File: config.mk
export PLATFORM = sky130hd
export DESIGN_NAME = hs_npu_line_mover
export DESIGN_NICKNAME = d
export VERILOG_FILES = /design/src/rtl/hs_npu_line_mover.sv
export SDC_FILE = /design/constraint.sdc
export NUM_CORES = 1
export LEC_CHECK = 0
export BUFFER_PORTS_ARGS = -buffer_cell sky130_fd_sc_hd__buf_2
export CAP_MARGIN = 20
export CORE_AREA = 2 2 255 257
export DETAILED_ROUTE_END_ITERATION = 10
export DIE_AREA = 0 0 257 259
export PLACE_DENSITY = 0.56
export SLEW_MARGIN = 20
export SYNTH_ARGS = -nofsm -noshare
export SYNTH_HDL_FRONTEND = slang
export SYNTH_SLANG_ARGS = --single-unit
File: constraint.sdc
create_clock -name clk -period 2.5 [get_ports clk]
set_clock_uncertainty 0.05 [all_clocks]
set_input_delay 0.25 -clock clk [delete_from_list [all_inputs] [get_ports clk]]
set_output_delay 0.25 -clock clk [all_outputs]
set_load 0.05 [all_outputs]
File: src/rtl/hs_npu_line_mover.sv
// hs_npu_line_mover: moves memory lines to/from NPU lanes with INT8/INT16 unpack and saturating pack
//   cmd_*   : command handshake, direction, element mode, base address, stride, line count
//   mem_*   : line address, read-data handshake/data, write handshake/data
//   lane_*  : load-side unpacked lane output handshake
//   st_*    : store-side lane input handshake
//   busy_o, done_o, lines_done_o : status
module hs_npu_line_mover #(
  parameter int SIZE = 8,
  parameter int LANE_WIDTH = 16,
  parameter int ADDR_WIDTH = 32,
  parameter int LINES_WIDTH = 16,
  localparam int MEM_WORDS = SIZE / 2
) (
  input  logic                         clk,
  input  logic                         rst_n,
  input  logic                         cmd_valid_i,
  output logic                         cmd_ready_o,
  input  logic                         cmd_dir_i,
  input  logic                         cmd_mode_i,
  input  logic [ADDR_WIDTH-1:0]        cmd_base_i,
  input  logic [ADDR_WIDTH-1:0]        cmd_stride_i,
  input  logic [LINES_WIDTH-1:0]       cmd_lines_i,
  output logic [ADDR_WIDTH-1:0]        mem_addr_o,
  input  logic                         mem_rvalid_i,
  output logic                         mem_rready_o,
  input  logic [MEM_WORDS*32-1:0]      mem_rdata_i,
  output logic                         mem_wvalid_o,
  input  logic                         mem_wready_i,
  output logic [MEM_WORDS*32-1:0]      mem_wdata_o,
  output logic                         lane_valid_o,
  input  logic                         lane_ready_i,
  output logic [SIZE*LANE_WIDTH-1:0]   lane_data_o,
  input  logic                         st_valid_i,
  output logic                         st_ready_o,
  input  logic [SIZE*LANE_WIDTH-1:0]   st_data_i,
  output logic                         busy_o,
  output logic                         done_o,
  output logic [LINES_WIDTH-1:0]       lines_done_o
);
  typedef enum logic [1:0] {IDLE, LOAD, STORE, DRAIN} state_t;
  state_t state_q, state_d;
  logic mode_q, mode_d;
  logic [ADDR_WIDTH-1:0] stride_q, stride_d, addr_q, addr_d;
  logic [LINES_WIDTH-1:0] lines_q, lines_d, lines_done_q, lines_done_d;
  logic lane_valid_q, lane_valid_d, mem_wvalid_q, mem_wvalid_d, done_q, done_d;
  logic [SIZE*LANE_WIDTH-1:0] lane_data_q, lane_data_d, unpacked;
  logic [MEM_WORDS*32-1:0] mem_wdata_q, mem_wdata_d, packed_line;
  logic rd_beat, st_beat, wr_done, rd_last, st_last;
  // Saturation by checking that all bits above the target sign bit match it
  function automatic logic [7:0] sat8(input logic [LANE_WIDTH-1:0] v);
    return (&v[LANE_WIDTH-1:7] | ~|v[LANE_WIDTH-1:7]) ? v[7:0] : {v[LANE_WIDTH-1], {7{~v[LANE_WIDTH-1]}}};
  endfunction
  function automatic logic [15:0] sat16(input logic [LANE_WIDTH-1:0] v);
    return (&v[LANE_WIDTH-1:15] | ~|v[LANE_WIDTH-1:15]) ? v[15:0] : {v[LANE_WIDTH-1], {15{~v[LANE_WIDTH-1]}}};
  endfunction
  assign cmd_ready_o  = state_q == IDLE;
  assign busy_o       = state_q != IDLE;
  assign mem_rready_o = (state_q == LOAD) & (~lane_valid_q | lane_ready_i);
  assign st_ready_o   = (state_q == STORE) & (~mem_wvalid_q | mem_wready_i);
  assign rd_beat      = mem_rvalid_i & mem_rready_o;
  assign st_beat      = st_valid_i & st_ready_o;
  assign wr_done      = mem_wvalid_q & mem_wready_i;
  assign rd_last      = (lines_done_q + LINES_WIDTH'(1)) == lines_q;
  // Lines accepted so far on the store side = completed writes plus the one still pending
  assign st_last      = (lines_done_q + LINES_WIDTH'(mem_wvalid_q) + LINES_WIDTH'(1)) == lines_q;
  assign mem_addr_o   = addr_q;
  assign mem_wvalid_o = mem_wvalid_q;
  assign mem_wdata_o  = mem_wdata_q;
  assign lane_valid_o = lane_valid_q;
  assign lane_data_o  = lane_data_q;
  assign done_o       = done_q;
  assign lines_done_o = lines_done_q;
  always_comb begin
    unpacked = '0;
    packed_line = '0;
    for (int k = 0; k < SIZE; k++) begin
      unpacked[k*LANE_WIDTH +: LANE_WIDTH] = mode_q ? LANE_WIDTH'($signed(mem_rdata_i[16*k +: 16]))
                                                    : LANE_WIDTH'($signed(mem_rdata_i[8*k +: 8]));
      if (mode_q) packed_line[16*k +: 16] = sat16(st_data_i[k*LANE_WIDTH +: LANE_WIDTH]);
      else        packed_line[8*k +: 8]   = sat8(st_data_i[k*LANE_WIDTH +: LANE_WIDTH]);
    end
  end
  always_comb begin
    state_d      = state_q;
    mode_d       = mode_q;
    stride_d     = stride_q;
    lines_d      = lines_q;
    done_d       = 1'b0;
    lane_valid_d = rd_beat | (lane_valid_q & ~lane_ready_i);
    lane_data_d  = rd_beat ? unpacked : lane_data_q;
    mem_wvalid_d = st_beat | (mem_wvalid_q & ~mem_wready_i);
    mem_wdata_d  = st_beat ? packed_line : mem_wdata_q;
    addr_d       = (rd_beat | wr_done) ? addr_q + stride_q : addr_q;
    lines_done_d = (rd_beat | wr_done) ? lines_done_q + LINES_WIDTH'(1) : lines_done_q;
    case (state_q)
      IDLE: if (cmd_valid_i) begin
        mode_d       = cmd_mode_i;
        stride_d     = cmd_stride_i;
        lines_d      = cmd_lines_i;
        addr_d       = cmd_base_i;
        lines_done_d = '0;
        state_d      = (cmd_lines_i == '0) ? DRAIN : cmd_dir_i ? STORE : LOAD;
      end
      LOAD:  if (rd_beat & rd_last) state_d = DRAIN;
      STORE: if (st_beat & st_last) state_d = DRAIN;
      // Common exit for both directions: last lane consumed and last write completed
      DRAIN: if ((~lane_valid_q | lane_ready_i) & (~mem_wvalid_q | mem_wready_i)) begin
        state_d = IDLE;
        done_d  = 1'b1;
      end
      default: state_d = IDLE;
    endcase
  end
  always_ff @(posedge clk or negedge rst_n) begin
    if (!rst_n) begin
      state_q      <= IDLE;
      mode_q       <= 1'b0;
      stride_q     <= '0;
      lines_q      <= '0;
      addr_q       <= '0;
      lines_done_q <= '0;
      lane_valid_q <= 1'b0;
      lane_data_q  <= '0;
      mem_wvalid_q <= 1'b0;
      mem_wdata_q  <= '0;
      done_q       <= 1'b0;
    end else begin
      state_q      <= state_d;
      mode_q       <= mode_d;
      stride_q     <= stride_d;
      lines_q      <= lines_d;
      addr_q       <= addr_d;
      lines_done_q <= lines_done_d;
      lane_valid_q <= lane_valid_d;
      lane_data_q  <= lane_data_d;
      mem_wvalid_q <= mem_wvalid_d;
      mem_wdata_q  <= mem_wdata_d;
      done_q       <= done_d;
    end
  end
endmodule

==> flow_metrics.env <==
export IMPL_rows=93
export IMPL_yosys_area_top_type="dfrtp_1"
export IMPL_groute_usage_overall_pct=20.9
export IMPL_fin_crit_ps=2690
export IMPL_post_drt_wl_per_cell_um=17.7
export IMPL_maxCapViolCount=0
export IMPL_grt_pass1_wl_um=111000
export IMPL_path_cells="ha_4 > fa_2 > a21o_1 > a22o_2 > nand3b_1 > a21boi_2 > a21oi_2 > a21oi_4 > buf_6 > xnor2_2 > nand2_1 > a21oi_2"
export IMPL_cp_endpoint="mem_addr_o[22]"
export IMPL_ys_flop_type="dfrtp_1"
export IMPL_setup_viol=15
export IMPL_endpoint_kind="register"
export IMPL_post_route_period_util_pct=108
export IMPL_cts_sinks=358
export IMPL_synth_edf_count=0
export IMPL_p_switching_mw=21.0
export IMPL_leakagePower_nw=13.7
export IMPL_path_clk_slew_ps=60
export IMPL_max_freq_mhz=372
export IMPL_path_common_cell="a21oi_2"
export IMPL_internal_power_mw=20.5
export IMPL_htree_levels=2
export IMPL_max_slew_margin_pct=36.3
export IMPL_wl_um=72600
export IMPL_cp_slowest_stage_delay_ps=420
export IMPL_seqCellArea_um2=8990
export IMPL_core_area_um2=63900
export IMPL_cp_required_ps=2930
export IMPL_ys_types=63
export IMPL_grt_antenna_before_repair=11
export IMPL_critPathLaunch="mem_addr_o[0]"
export IMPL_clock_latency_ps=580
export IMPL_power_frac_comb_pct=59.9
export IMPL_antenna_left=0
export IMPL_multiInputGateArea_um2=9040
export IMPL_syn_inst=2134
export IMPL_rsz0062_at_grt="true"
export IMPL_drt_initial_drc_count=1372
export IMPL_cts_made_buffers=44
export IMPL_drive_gt1_share_pct=30.4
export IMPL_root_buffer="clkbuf_16"
export IMPL_crit_slowest_cell="dfrtp_2"
export IMPL_start_util_pct=28.4
export IMPL_violations="negative setup slack"
export IMPL_powerDensity_nw_per_um2=1430
export IMPL_cts_path_max_buffers=3
export IMPL_start_kind="register"
export IMPL_port_buffers=655
export IMPL_via_count=19600
export IMPL_r2r_end="mem_addr_o[22]"
export IMPL_crit_type="reg2reg"
export IMPL_cts_tree="yes"
export IMPL_synth_top_area_share_pct=49.3
export IMPL_tightestPinTransition_ps=954
export IMPL_dp_hpwl_um=52400
export IMPL_area_growth_pct=59.5
export IMPL_die_area_um2=66600
export IMPL_setup_slack_ps=-189
export IMPL_status="finished, violations left"
export IMPL_grt_remaining_overflow=0
export IMPL_hold_violations=0
export IMPL_ys_seq_elements=358
export IMPL_power_frac_seq_pct=24.0
export IMPL_vdd_drop_max_mv=0.793
export IMPL_dp_slack_ps=-311
export IMPL_nets=3593
export IMPL_clkPwrFrac_pct=16.0
export IMPL_path_max_fanout=3
export IMPL_path_buf_inv=1
export IMPL_die_w_um=257
export IMPL_ys_top_cells_by_area="dfrtp_1, a21oi_1, nand2_1"
export IMPL_dr_pass1_iters=5
export IMPL_fillerInstances=6122
export IMPL_viasPerCell=4.78
export IMPL_drc=0
export IMPL_crit_cells=12
export IMPL_critPathArrivalTime_ps=3120
export IMPL_drv_slew=0
export IMPL_reg2reg_setup_slack_ps=-190
export IMPL_synthesis_nets=2518
export IMPL_hold_class="in2reg"
export IMPL_swShare_pct=50.5
export IMPL_grt_pass1_vias=19700
export IMPL_reg2reg_from="mem_addr_o[0]"
export IMPL_yosysWarnings=0
export IMPL_routabilityCongestion=0.891
export IMPL_critical_path_top_delay_family="compound AO/OA/AOI/OAI gates"
export IMPL_syn_area_um2=18200
export IMPL_ff2ff_path_depth=12
export IMPL_synth_area_per_cell_um2=8.51
export IMPL_io_pins=656
export IMPL_power_mw=41.5
export IMPL_die_h_um=259
export IMPL_grt_max_degree=118
export IMPL_postSynth_asyncResetShare_pct=100
export IMPL_ys_seq_area_share_pct=49.3
[power groups by stage]
| stage | sequential, mW | combinational, mW | clock [mW] |
|---|---|---|---|
| 2_1_floorplan | 17.2 | 9.04 | 0 |
| 3_3_place_gp | 9.91 | 23.2 | 0 |
| 3_5_place_dp | 10.0 | 23.2 | 0 |
| 4_1_cts | 9.95 | 24.2 | 6.84 |
| 5_1_grt | 10.3 | 26.7 | 7.05 |
| 6_report | 9.96 | 24.9 | 6.64 |
[worst min-delay path by stage]
| stage | startpoint | slack (ps) | cells past startpoint | endpoint |
|---|---|---|---|---|
| 3_3_place_gp | rst_n | 160 | 1 | lane_data_o[77] |
| 2_1_floorplan | rst_n | -100 | 0 | done_o |
| 5_1_grt | mem_wready_i | 30 | 3 | mem_wvalid_o |
| 6_report | mem_rdata_i[50] | 30 | 3 | lane_data_o[50] |
| 4_1_cts | mem_rdata_i[50] | 4 | 3 | lane_data_o[50] |
| 3_5_place_dp | rst_n | 160 | 1 | mem_wdata_o[1] |
[worst register-to-register path, cell delays in order (launching register included)]
cell and delay (ps):
dfrtp_2 420, ha_4 170, fa_2 330, a21o_1 180, a22o_2 240, nand3b_1 250, a21boi_2 230, a21oi_2 100
a21oi_4 210, buf_6 130, xnor2_2 90, nand2_1 80, a21oi_2 120
[flip-flops by register name (all words and copies together), names as in the netlist, 2 cells and up]
register and count:
state_q 2, mem_addr_o 32, mem_wdata_o 128, lines_done_o 16
lane_data_o 128, stride_q 32, lines_q 16
[layout by cell type (no fill, tap or decap), types with 6 or more instances in the layout]
master         count
buf_2            654
nand2_1          441
dlygate4sd3_1    371
a21oi_1          352
dfrtp_1          333
nor2_1           199
o21ai_0          154
buf_4            131
nor3_1            64
mux2i_1           62
clkbuf_16         45
xnor2_1           33
xor2_1            32
nand4_1           28
ha_1              26
dfrtp_2           24
nand3_1           20
buf_12            16
and3_1            15
a21o_1            14
nor4_1            14
or3_1             13
a21oi_2           12
nor2b_1           12
ha_4              12
clkbuf_8          12
a31oi_1           10
inv_1              8
o21ai_1            8
nand2b_1           7
o21ai_2            7
diode_2            6
nor4_2             6
clkinv_2           6
[repair_timing]
action                                 CTS  global route
setup buffers                            8             5
setup endpoints to repair               17            26
hold buffers                           371             0
gates resized for setup                 17            48
pin swaps                               24            33
endpoints found under the hold margin  508             0
[final cells by class]
| class | instances | share of cell area [%] |
|---|---|---|
| multi-input combinational | 1621 | 31.2 |
| sequential | 358 | 31.0 |
| timing repair buffer | 1175 | 28.7 |
| clock buffer | 62 | 4.52 |
| tap | 855 | 3.69 |
| clock inverter | 17 | 0.635 |
| inverter | 9 | 0.117 |
| antenna | 6 | 0.0518 |
[routing by layer]
metal  wire, um  GRT usage, %
met1      30300          25.6
met2      34900          35.4
met3       3940          4.02
met4       3420          9.98
met5          0             0
[metrics by stage]
| stage | cells | util (%) | setup TNS, ps | hold slack (ps) | cell area [um^2] |
|---|---|---|---|---|---|
| 2_1_floorplan | 2134 | - | -1590 | -95.6 | 18300 |
| 3_3_place_gp | 3634 | 36.6 | -2370 | 159 | 23400 |
| 3_5_place_dp | 3634 | 36.6 | -2630 | 159 | 23400 |
| 4_1_cts | 4092 | 44.9 | -1700 | 4.34 | 28700 |
| 5_1_grt | 4103 | 45.4 | -4330 | 27.9 | 29000 |
| 6_report | 4103 | 45.4 | -1640 | 26.8 | 29000 |
[synthesized netlist by cell type, drive strengths merged, types with 6 or more instances]
master / number
buf: 22
a21o: 14
nor3: 66
nand3: 23
ha: 38
mux2i: 62
o211ai: 6
nand2: 443
nor4: 21
a31oi: 14
o21ai: 169
clkbuf: 124
nor2: 201
dfrtp: 358
or3: 15
inv: 9
and2: 6
xor2: 32
xnor2: 36
a21oi: 367
nor2b: 14
and3: 16
nand2b: 7
nand4: 28
[cells by family (layout without fill, tap and decap cells)]
family	after synthesis	count (layout)	synth area share (%)
flops	358	358	49.3
other cells	0	6	0
buf+inv	155	1263	3.37
simple gates	848	848	19.9
compound gates	602	602	17.9
xor+xnor	68	68	3.28
fa+ha+maj	39	39	2.73
mux	64	64	3.54
No activity file was read; power rests on OpenSTA's default activity.
